--- src/rtl/ball_motion_engine.sv ---
// Single-ball motion engine for the BrickBreaker raster pipeline: probe-pixel contact
// detection, sticky brick mask, and a serve/play/lost/over life cycle, all paced by end-of-frame.
module ball_motion_engine #(
  parameter int H_RES    = 640,
  parameter int V_RES    = 480,
  parameter int BALL_SZ  = 7,
  parameter int N_BRICKS = 140,
  parameter int SPEED_W  = 3,
  parameter int START_X  = 323,
  parameter int START_Y  = 440,
  parameter int LIVES    = 3
) (
  input  logic                iCLK,
  input  logic                iRST_N,
  input  logic [9:0]          xpos,
  input  logic [9:0]          ypos,
  input  logic                iPaddle,
  input  logic [N_BRICKS-1:0] iBrick,
  input  logic                iRun,
  input  logic                iServe,
  input  logic [SPEED_W-1:0]  iSpeed,
  input  logic                iNewGame,
  output logic                oBall,
  output logic [9:0]          oBallX,
  output logic [9:0]          oBallY,
  output logic [N_BRICKS-1:0] oHitMask,
  output logic                oBrickHit,
  output logic                oBottomHit,
  output logic [3:0]          oLives,
  output logic                oGameOver
);

  typedef enum logic [1:0] {S_SERVE, S_PLAY, S_LOST, S_OVER} state_t;

  localparam int          MID  = BALL_SZ / 2;
  localparam logic [10:0] XMAX = 11'(H_RES - BALL_SZ);
  localparam logic [10:0] YMAX = 11'(V_RES - BALL_SZ);
  localparam logic [9:0]  SX   = 10'(START_X);
  localparam logic [9:0]  SY   = 10'(START_Y);

  state_t              state_q, state_d;
  logic [9:0]          x_q, x_d, y_q, y_d;
  logic                dirx_q, dirx_d, diry_q, diry_d;  // 1 = increasing coordinate
  logic                bncx_q, bncx_d, bncy_q, bncy_d, lost_q, lost_d;
  logic [N_BRICKS-1:0] mask_q, mask_d;
  logic                bhit_q, bhit_d;
  logic [3:0]          lives_q, lives_d;

  logic [10:0] px, py, bx, by, x11, y11;
  logic        eof, hl, hr, ht, hb, any_probe, obj;
  logic [N_BRICKS-1:0] live;

  // Clamped 11-bit step so neither underflow nor overflow can wrap the position.
  function automatic logic [9:0] step(input logic [9:0] p, input logic dir,
                                      input logic [SPEED_W-1:0] s, input logic [10:0] mx);
    logic [10:0] p11, s11, r;
    p11 = {1'b0, p};
    s11 = 11'(s);
    if (dir) r = (p11 + s11 > mx) ? mx : p11 + s11;
    else     r = (s11 > p11) ? 11'd0 : p11 - s11;
    return r[9:0];
  endfunction

  assign px  = {1'b0, xpos};
  assign py  = {1'b0, ypos};
  assign x11 = {1'b0, x_q};
  assign y11 = {1'b0, y_q};
  assign bx  = x11 + 11'(BALL_SZ - 1);
  assign by  = y11 + 11'(BALL_SZ - 1);
  assign eof = (xpos == 10'd0) && (ypos == 10'(V_RES - 1));

  assign hl = (px == x11) && (py == y11 + 11'(MID));
  assign hr = (px == bx)  && (py == y11 + 11'(MID));
  assign ht = (px == x11 + 11'(MID)) && (py == y11);
  assign hb = (px == x11 + 11'(MID)) && (py == by);
  assign any_probe = hl | hr | ht | hb;
  assign live = iBrick & ~mask_q;
  assign obj  = iPaddle | (|live);

  always_comb begin
    state_d = state_q;
    x_d     = x_q;
    y_d     = y_q;
    dirx_d  = dirx_q;
    diry_d  = diry_q;
    bncx_d  = bncx_q;
    bncy_d  = bncy_q;
    lost_d  = lost_q;
    mask_d  = mask_q;
    bhit_d  = 1'b0;
    lives_d = lives_q;
    if (iNewGame) begin
      state_d = S_SERVE;
      x_d     = SX;
      y_d     = SY;
      dirx_d  = 1'b1;
      diry_d  = 1'b0;
      bncx_d  = 1'b0;
      bncy_d  = 1'b0;
      lost_d  = 1'b0;
      mask_d  = '0;
      lives_d = 4'(LIVES);
    end else begin
      case (state_q)
        S_SERVE: begin
          x_d = SX;
          y_d = SY;
          {bncx_d, bncy_d, lost_d} = 3'b000;
          if (eof && iRun && iServe) begin
            state_d = S_PLAY;
            dirx_d  = 1'b1;
            diry_d  = 1'b0;
            x_d     = step(SX, 1'b1, iSpeed, XMAX);
            y_d     = step(SY, 1'b0, iSpeed, YMAX);
          end
        end
        S_PLAY: if (iRun) begin
          if (eof) begin
            {bncx_d, bncy_d, lost_d} = 3'b000;
            if (lost_q) state_d = S_LOST;
            else begin
              dirx_d = dirx_q ^ bncx_q;
              diry_d = diry_q ^ bncy_q;
              x_d    = step(x_q, dirx_q ^ bncx_q, iSpeed, XMAX);
              y_d    = step(y_q, diry_q ^ bncy_q, iSpeed, YMAX);
            end
          end else begin
            if (((ht | hb) && obj) || (ht && ypos == 10'd0)) bncy_d = 1'b1;
            if (((hl | hr) && obj) || (hl && xpos == 10'd0) ||
                (hr && xpos == 10'(H_RES - 1))) bncx_d = 1'b1;
            if (hb && ypos == 10'(V_RES - 1)) lost_d = 1'b1;
            if (any_probe) begin
              mask_d = mask_q | live;
              bhit_d = |live;
            end
          end
        end
        S_LOST: begin
          lives_d = lives_q - 4'd1;
          x_d     = SX;
          y_d     = SY;
          {bncx_d, bncy_d, lost_d} = 3'b000;
          state_d = (lives_q <= 4'd1) ? S_OVER : S_SERVE;
        end
        default: ;
      endcase
    end
  end

  always_ff @(posedge iCLK or negedge iRST_N) begin
    if (!iRST_N) begin
      state_q <= S_SERVE;
      x_q     <= SX;
      y_q     <= SY;
      dirx_q  <= 1'b1;
      diry_q  <= 1'b0;
      bncx_q  <= 1'b0;
      bncy_q  <= 1'b0;
      lost_q  <= 1'b0;
      mask_q  <= '0;
      bhit_q  <= 1'b0;
      lives_q <= 4'(LIVES);
    end else begin
      state_q <= state_d;
      x_q     <= x_d;
      y_q     <= y_d;
      dirx_q  <= dirx_d;
      diry_q  <= diry_d;
      bncx_q  <= bncx_d;
      bncy_q  <= bncy_d;
      lost_q  <= lost_d;
      mask_q  <= mask_d;
      bhit_q  <= bhit_d;
      lives_q <= lives_d;
    end
  end

  assign oBall      = (px >= x11) && (px <= bx) && (py >= y11) && (py <= by);
  assign oBallX     = x_q;
  assign oBallY     = y_q;
  assign oHitMask   = mask_q;
  assign oBrickHit  = bhit_q;
  assign oBottomHit = (state_q == S_LOST);
  assign oLives     = lives_q;
  assign oGameOver  = (state_q == S_OVER);

endmodule

--- config.mk ---
export PLATFORM = sky130hd
export DESIGN_NAME = ball_motion_engine
export DESIGN_NICKNAME = d
export VERILOG_FILES = /design/src/rtl/ball_motion_engine.sv
export SDC_FILE = /design/constraint.sdc
export NUM_CORES = 1
export LEC_CHECK = 0
export ABC_AREA = 1
export CORE_MARGIN = 8
export CORE_UTILIZATION = 42
export DETAILED_ROUTE_END_ITERATION = 6
export PLACE_DENSITY = 0.72
export SLEW_MARGIN = 20
export SYNTH_ARGS = -nofsm -noshare
export SYNTH_HDL_FRONTEND = slang
export SYNTH_SLANG_ARGS = --single-unit
export TNS_END_PERCENT = 1
--- constraint.sdc ---
create_clock -name iCLK -period 3.2 [get_ports iCLK]
set_input_delay 0.48 -clock iCLK [delete_from_list [all_inputs] [get_ports iCLK]]
set_output_delay 0.48 -clock iCLK [all_outputs]
set_load 0.03 [all_outputs]
== Word level (Yosys, flattened, before mapping) ==
Index checks and enable logic that the tools add are counted.

* Flip-flop bits (word level): 172
* Latch bits: 0
* Bits in writable memories: 0
* Bits in read-only memories: 0
* Input bits: 169
* Output and inout bits: 168
* Word-level logic and storage cells: 165
* Memories: 0

* Add/sub/neg operators: 11
* $mul: 0
* Divide/modulo/power cells: 0
* $lt $le $gt $ge: 10
* Equal/unequal tests: 20
* Shift operators: 0
* Muxes and demuxes: 65
* Bitwise operators: 10
* Reduce and logical (&&, ||, !) cells: 38

{| class="wikitable"
|+ Operators with widths
! operator !! number
|-
| two-way mux 140 bit || 5
|-
| two-way mux 10 bit || 17
|-
| AND 140 bit || 1
|-
| inverter 140 bit || 1
|-
| OR 140 bit || 1
|-
| OR reduction 140 bit || 1
|-
| one-hot mux 10 bit (3 select lines) || 2
|-
| == test 10 x 11 -> 1 bit || 4
|-
| two-way mux 1 bit || 27
|-
| adder 10 x 2 -> 11 bit (second input constant) || 2
|-
| adder 10 x 3 -> 11 bit || 2
|-
| adder 10 x 3 -> 11 bit (second input constant) || 2
|-
| > comparator 11 x 10 -> 1 bit (second input constant) || 2
|-
| less-or-equal comparator 10 x 11 -> 1 bit || 2
|-
| == test 10 bit || 2
|-
| greater-or-equal comparator 10 bit || 2
|-
| > comparator 3 x 10 -> 1 bit || 2
|-
| logical NOT 10 bit || 2
|-
| subtractor 10 x 3 -> 10 bit || 2
|-
| logical AND 1 bit || 16
|-
| inequality test 3 bit (second input constant) || 5
|-
| two-way mux 2 bit || 6
|-
| inequality test 4 bit (second input constant) || 3
|-
| > comparator 11 x 9 -> 1 bit (second input constant) || 1
|-
| other kinds (23) || 44
|}

== Logic depth before layout (Yosys ltp) ==
Gate-level depths: netlist of run 1.

* Depth after elaboration: 12
* Mapped depth: 21
* Mapped depth without buffers: 21

== Least setup slack after synthesis of run 1 ==
No wires, ideal clock.

* Path kind: register -> output
* Start point: register x_q[1] (netlist: oBallX[1])
* End point: output port oBall
* Arrival time: 2.750 ns
* Data required time: 2.720 ns
* Path slack: -0.030 ns
* Cell stages (with the launch flop): 15
* Path buffers: 0
* Path through: dfstp_2 -> inv_1 -> ha_1 -> nor2_1 -> xor2_1 -> ha_1 -> nand2_1 -> nor2_1 -> a211oi_1 -> o21ai_0 -> nand2_1 -> a21boi_0 -> o21bai_1 -> o211ai_1 -> nor2_1

* Cells in the longest elaborated chain, start to end: 5
* Elaborated cells between the ends (all ways): 6
* Those cells by class: add/sub (1); order compare (2); reduce/logical (3)

{| class="wikitable"
|+ Ends and longest elaborated chain
! item !! line !! RTL
|-
| from (decl) || 42 || <nowiki>logic [9:0] x_q, x_d, y_q, y_d;</nowiki>
|-
| from (signal assigned) || 153 || <nowiki>x_q <= SX;</nowiki>
|-
| from (signal assigned) || 165 || <nowiki>x_q <= x_d;</nowiki>
|-
| adder 10 x 3 -> 11 bit || 68 || <nowiki>assign bx = x11 + 11'(BALL_SZ - 1);</nowiki>
|-
| less-or-equal comparator 10 x 11 -> 1 bit || 178 || <nowiki>assign oBall = (px >= x11) && (px <= bx) && (py >= y11) && (py <= by);</nowiki>
|-
| logical AND 1 bit (*) (3 in a row) || 178 ||
|-
| to (decl) || 23 || <nowiki>output logic oBall,</nowiki>
|}

Mark *: on every way between the ends. The rest lies on a longest branch, timed or not.

== Final worst setup path of run 1 ==
Same ends and word-level chain as after synthesis.

==> impl_metrics.yaml, run 1 <==
run_status:
  outcome: "complete, but fails checks"
  violations: "negative hold slack, negative setup slack"
yosys:
  synth_xor_area_share_pct: 3.12
  synthArstFlopShare_pct: 100
  synth_cells: 1676
  synthAdderAreaFrac_pct: 7.47
  muxShareOfSynthArea_pct: 0
  synth_compound_area_share_pct: 12.1
  synth_top_family_by_area: "simple AND/OR/NAND/NOR gates"
  syn_avg_cell_area_sq_um: 7.14
  synthDistinctLibCells: 46
  ys_seq_area_share_pct: 36.1
  synth-main-ff-cell: "dfrtp_1"
  syn-num-nets: 1914
  yosys.area.top_type_share_pct: 33.5
  synth_area_leaders: "dfrtp_1 (33%), nand2_1 (13%), inv_1 (7.7%), a21oi_1 (7.6%), nand3_1 (7.3%)"
  synth_warnings: 0
  synth_area_leader_cell: "dfrtp_1"
  ys_ff_latch: 172
  synth-edff-count: 0
  mappedNetlistArea_sq_mm: 0.0120
  synthSimpleGateAreaFrac_pct: 30.2
finish:
  finish.instance_area_sq_mm: 0.0168
  fillers: 2605
  final_common_cell: "nand2_1"
  layout.nets: 2281
  most-common-layout-cells: "nand2_1 (413), clkdlybuf4s50_1 (333), inv_1 (246)"
  drive_gt1_share_pct: 9.14
  syn2layout_area_growth_pct: 40.6
timing:
  post-route-period-util_pct: 107
  timing.final.ws_setup_ns: -0.237
  rsz0062_at_grt: "yes"
  worst_slew_pin_slew_ns: 0.605
  fin_crit_ns: 3.44
  hold_ws_ns: -0.0285
  slew_headroom_pct: 59.3
  setup_viol: 84
  fin_skew_ns: 0.0416
  hold_violations: 8
  fmax_mhz: 291
  drv_slew: 0
cts:
  numCtsBuffers: 17
  cts-root-buf: "clkbuf_16"
  clock-sinks: 172
  clkLatencyLatePin_ns: 0.45
  cts_tree: "done"
  cts_htree_levels: 4
  clk_path_buf_depth: 2
  path_clk_slew_ns: 0.09
floorplan:
  ios: 337
  core_area_sq_mm: 0.0279
  dieArea_sq_mm: 0.0341
  die_height_microns: 185
  dieWidth_microns: 185
  fp-row-count: 61
  initial_core_util_pct: 42.8
global_routing:
  grt_pass1_wl_mm: 69.5
  grt_pass1_vias: 12200
  antenna_found_initial: 6
  track_usage_pct: 26.2
  grt_overflow: 0
  grt_max_degree: 107
power_and_ir_drop:
  leakagePower_uw: 0.00750
  powerDensity_mw_per_mm2: 503
  total_power_uw: 8450
  vdd_drop_max_mv: 0.356
placement:
  io_buffers: 336
  place_area_sq_mm: 0.0161
  place_ws_ns: -0.119
  routabilityCongestion: 0.971
  dp_hpwl_mm: 37.3
worst_hold_path:
  hp-class: "in -> async"
route:
  drc: 0
  via_count: 12900
  wl_mm: 46.8
  via_per_inst: 5.27
  firstDrtPassIters: 5
  antenna_left: 0
  drtIter0Drc: 1111
  wl_per_cell_microns: 19.2
worst_setup_path:
  endpoint_kind: "output pin"
  worst-setup-path-type: "reg -> out"
  reg2reg_slack_ns: -0.09
  cp.required_ns: 2.72
  cp.arrival_ns: 2.96
  cp-start-kind: "flip-flop"
  crit_fanout: 4
flow_run:
  cap_violations: 0
-- metrics by stage --
step	cells	utilization, %	hold slack, ns	setup TNS, ns
after CTS	2433	60.0	0.00186	-0.300
after detailed placement	2399	57.7	0.483	-0.683
final	2440	60.2	-0.0285	-1.83
after global routing	2439	60.2	0.0137	-35.73
after global placement	2399	57.7	0.480	-0.180
after floorplan	1676	-	0.184	0
-- final cells by class --
| class | count | area, sq um | area share [%] |
|---|---|---|---|
| diodes | 6 | 15.0 | 0.0893 |
| clock buffers | 18 | 429 | 2.55 |
| clock inverters | 14 | 145 | 0.863 |
| inverters | 260 | 976 | 5.80 |
| multi-input cells | 1184 | 6420 | 38.1 |
| flip-flops and latches | 172 | 4320 | 25.7 |
| well taps | 378 | 473 | 2.81 |
| repair buffers | 408 | 4040 | 24.0 |
-- sequential cells by signal, indices dropped and copies added, names as in the netlist, 2 cells and up --
signal    flops
oBallX       10
oBallY       10
oHitMask    140
oLives        4
state_q       2
-- worst paths after layout --
kind                       startpoint             to  depth (start not counted)
max                         oBallX[1]          oBall                         15
min                            iRST_N  oHitMask[124]                          1
max reg2reg                 oBallX[2]   oHitMask[63]                         19
min reg2reg                    bncy_q         bncy_q                          2
max in group asynchronous      iRST_N      oBallY[4]                          2
min in group iCLK              bncy_q         bncy_q                          2
-- metal layers --
metal  vias to the layer above  global-route usage [%]  share of wire (%)
met5                         -                       0              0.034
met4                         2                    11.4                3.7
met3                        82                    5.47                7.9
met2                       552                    43.5                 48
met1                      6049                    32.7                 41
li1                       6175                       -                  -
-- power breakdown --
part | internal (uW) | total [uW] | switching [uW]
combinational | 1480 | 3900 | 2420
clock | 1040 | 2060 | 1010
sequential | 2330 | 2500 | 168
total | 4850 | 8450 | 3600
-- critical path, stage by stage (launching register included) --
cell      delay, ns
dfstp_2        0.57
inv_2          0.06
ha_4           0.18
nor2_4         0.08
xor2_1         0.17
ha_1           0.28
nand2_2        0.07
nor2_1         0.04
a211oi_1       0.21
o21ai_1        0.09
nand2_1        0.09
a21boi_2       0.06
o21bai_2       0.19
o211ai_1       0.16
nor2_2         0.13
buf_6          0.14
-- synthesized netlist by cell type, types with 3 or more instances --
cell / number
nand2_1: 415
inv_1: 247
a21oi_1: 181
nand3_1: 175
dfrtp_1: 160
nor2_1: 107
ha_1: 65
o21ai_0: 46
clkbuf_1: 34
xor2_1: 32
nand3_2: 31
nand4_1: 31
nor3_1: 21
dfstp_2: 12
buf_2: 11
buf_6: 9
a211oi_1: 8
inv_2: 8
nor4_1: 8
xnor2_1: 8
o211ai_1: 7
a21boi_0: 6
a22oi_1: 5
buf_4: 5
clkinv_1: 5
a31oi_1: 4
fa_1: 4
nand2_2: 3
nand3b_1: 3
nor2_2: 3
or2_2: 3
-- cells by family (layout without fill, tap and decap cells) --
logic type | Yosys count | count (layout)
simple gates | 804 | 804
buf+inv | 320 | 700
compound gates | 270 | 270
flops | 172 | 172
fa+ha+maj | 69 | 69
xor+xnor | 41 | 41
other cells | 0 | 6
-- what timing repair did --
item                                    in CTS  in global routing
hold endpoints to repair                     0                  0
pin swaps                                   11                  3
hold buffers                                 0                  0
endpoints found under the setup margin     108                143
gates resized for setup                     18                  6
buffers inserted                             2                  1
Power figures use the tool's default switching activity.
==> inputs of run 2 (changes only) <==
--- a/config.mk
+++ b/config.mk
@@ -10,6 +10,7 @@
 export CORE_UTILIZATION = 42
 export DETAILED_ROUTE_END_ITERATION = 6
 export PLACE_DENSITY = 0.72
+export SETUP_SLACK_MARGIN = 0.05
 export SLEW_MARGIN = 20
 export SYNTH_ARGS = -nofsm -noshare
 export SYNTH_HDL_FRONTEND = slang
==> results of run 2 <==
No change in the layout: final DEF, timing and power equal those of run 1.
==> inputs of run 3 (changes only) <==
--- a/config.mk
+++ b/config.mk
@@ -5,8 +5,7 @@
 export SDC_FILE = /design/constraint.sdc
 export NUM_CORES = 1
 export LEC_CHECK = 0
-export ABC_AREA = 1
-export CORE_MARGIN = 8
+export CORE_MARGIN = 3
 export CORE_UTILIZATION = 42
 export DETAILED_ROUTE_END_ITERATION = 6
 export PLACE_DENSITY = 0.72
==> run 3 against run 2 <==
Net effect:
- the run ends with negative setup slack left
- sequential cell count did not move
- sequential share of layout area down 1.9 points
- clock power increased by 4%
- utilization increased by 8.3 points
- final cell count down 5.9%
- hold slack better by 0.057 ns
==> impl_metrics.yaml, run 3 <==
finish:
  syn2layout_area_growth_pct: 58.0
  final_common_cell: "clkdlybuf4s50_1"
  drive_gt1_share_pct: 20.6
  largest_register_ffs: 140
  finish.instance_area_sq_mm: 0.0182
  layout.nets: 2184
  final_cells: 2295
  most-common-layout-cells: "clkdlybuf4s50_1 (333), buf_4 (219), inv_1 (178)"
flow_run:
  cap_violations: 0
yosys:
  syn_avg_cell_area_sq_um: 8.16
  synthArstFlopShare_pct: 100
  ys_seq_area_share_pct: 37.6
  synth_cells: 1408
  yosys.area.top_type_share_pct: 34.8
  syn-num-nets: 1646
  synthDistinctLibCells: 71
  synth_compound_area_share_pct: 21.1
  synth_xor_area_share_pct: 4.08
  synth.most_common_cell: "o21ai_0"
  synth_top_family_by_area: "compound AO/OA/AOI/OAI gates"
  synth_area_leader_cell: "dfrtp_1"
  synth-edff-count: 0
  synth-main-ff-cell: "dfrtp_1"
  synth_area_leaders: "dfrtp_1 (35%), o21ai_0 (8.4%), ha_1 (7.1%), nand2_1 (5.9%), inv_1 (5.8%)"
  synth_warnings: 0
  ys_ff_latch: 172
  muxShareOfSynthArea_pct: 0.359
  synthSimpleGateAreaFrac_pct: 20.9
  synth_commonest_cells: "o21ai_0 (192), nand2_1 (181), inv_1 (179)"
  mappedNetlistArea_sq_mm: 0.0115
  synthAdderAreaFrac_pct: 7.86
timing:
  drv_slew: 0
  slew_headroom_pct: 33.8
  worst_slew_pin_slew_ns: 0.993
  timing.final.ws_setup_ns: -0.321
  post-route-period-util_pct: 110
  setup_viol: 144
  fmax_mhz: 284
  hold_ws_ns: 0.0282
  fin_crit_ns: 3.52
  fin_skew_ns: 0.0173
  hold_violations: 0
  rsz0062_at_grt: "yes"
run_status:
  violations: "negative setup slack"
  outcome: "complete, but fails checks"
cts:
  clkLatencyLatePin_ns: 0.44
  clk_path_buf_depth: 2
  cts_tree: "done"
  numCtsBuffers: 17
  path_clk_slew_ns: 0.08
  cts-root-buf: "clkbuf_16"
  clock-sinks: 172
  cts_htree_levels: 4
floorplan:
  dieArea_sq_mm: 0.0294
  die_height_microns: 171
  ios: 337
  core_area_sq_mm: 0.0265
  fp-row-count: 59
  dieWidth_microns: 171
  initial_core_util_pct: 43.4
route:
  firstDrtPassIters: 5
  drtIter0Drc: 890
  antenna_left: 0
  wl_mm: 44.9
  drc: 0
  wl_per_cell_microns: 19.6
  via_per_inst: 5.44
  via_count: 12500
placement:
  place_inst: 2248
  io_buffers: 336
  place_area_sq_mm: 0.0169
  routabilityCongestion: 0.939
  dp_hpwl_mm: 34.9
worst_setup_path:
  cp.required_ns: 3.55
  crit_fanout: 8
  cpPeakStageDelay_ns: 0.57
  cp-start-kind: "flip-flop"
  cp.arrival_ns: 3.87
  critPathSlowestCell: "dfstp_2"
  critPathBufInv: 5
  crit_chain: "and3_4, o21ai_2, or3_4, xnor2_4, ha_4, nand4_1, nor4b_2, buf_4, nor2b_4, o21ai_1, buf_4, a21oi_4, buf_12, buf_16, clkbuf_16, nand2_1, o21ai_1"
  path_delay_family: "simple AND/OR/NAND/NOR gates"
  worst-setup-path-type: "reg -> reg"
  endpoint_kind: "flip-flop"
global_routing:
  track_usage_pct: 29.3
  antenna_found_initial: 3
  grt_pass1_vias: 12000
  grt_overflow: 0
  grt_pass1_wl_mm: 67.5
  grt_max_degree: 83
power_and_ir_drop:
  vdd_drop_max_mv: 0.248
  leakagePower_uw: 0.00754
  total_power_uw: 4940
  powerDensity_mw_per_mm2: 272
worst_hold_path:
  hp-class: "in -> async"
==> run 3: cell types whose count changed in the layout (fill, tap and decap cells not counted), moves of 68 or more <==
cell / change
nand3_1: -159
nand2_1: -277
a21oi_1: -128
inv_1: -68
nor2b_1: +94
o21ai_0: +74
buf_4: +157
==> run 3: path summary, 6_finish.rpt <==
kind / from / end / slack, ns / depth (start not counted)
max: oBallY[4] / oHitMask[69] / -0.32 / 17
min: iRST_N / oHitMask[36] / 0.03 / 1
max reg2reg: oBallY[4] / oHitMask[69] / -0.32 / 17
min reg2reg: oHitMask[11] / oHitMask[11] / 0.53 / 2
max in group asynchronous: iRST_N / oLives[0] / 2.27 / 2
min in group iCLK: iNewGame / oBallY[0] / 0.32 / 2
==> run 3: timing repair <==
item                                    in CTS  in global routing
hold buffers                                 0                  0
cloned                                       0                 11
gates resized for setup                     22                168
setup buffers                                2                  1
endpoints found under the setup margin     149                162
pin swaps                                    5                 16
==> run 3: final cells by class <==
cell class	instances	area [sq um]
inverters	182	683
repair buffers	577	5470
fillers	2167	8340
multi-input cells	996	6650
clock buffers	17	425
flip-flops and latches	172	4320
well taps	335	419
clock inverters	15	196
diodes	1	2.50
==> run 3: where the power goes <==
group | switching, uW | total (uW) | internal [uW]
sequential | 0.000135 | 2170 | 2170
clock | 1070 | 2140 | 1070
combinational | 291 | 632 | 340
total | 1360 | 4940 | 3580
==> run 3: layer usage <==
metal  up-vias  part of all wire [%]  GRT usage [%]
li1       5941                     -              -
met1      6000                    42           38.4
met2       448                    49           49.8
met3        81                   6.6           5.03
met4         4                   2.9           8.82
met5         -                 0.060              0
==> run 3: logic make-up (layout without fill, tap and decap cells) <==
group	count (synthesis)	count (layout)
buffers and inverters	240	791
adder cells (fa/ha/maj)	70	70
AND/OR/NAND/NOR	484	484
other	0	1
flip-flops	172	172
XOR/XNOR	52	52
multiplexers	4	4
AO/OA/AOI/OAI	386	386
==> run 3: worst reg2reg max path: cells and delay by family (launching register included) <==
family / cells / cell delay, ns
AO/OA/AOI/OAI: 4 / 0.35
buffers and inverters: 5 / 0.81
adder cells (fa/ha/maj): 1 / 0.27
XOR/XNOR: 1 / 0.17
flip-flops: 1 / 0.57
AND/OR/NAND/NOR: 6 / 1.30
==> run 3: through the flow <==
stage | TNS [ns] | util, % | setup slack [ns]
finish | -37.60 | 68.5 | -0.321
global route | -54.65 | 68.5 | -0.413
CTS | -23.37 | 66.3 | -0.237
detailed placement | -33.25 | 63.6 | -0.535
global placement | -29.52 | 63.6 | -0.581
floorplan | 0 | - | 0.00355
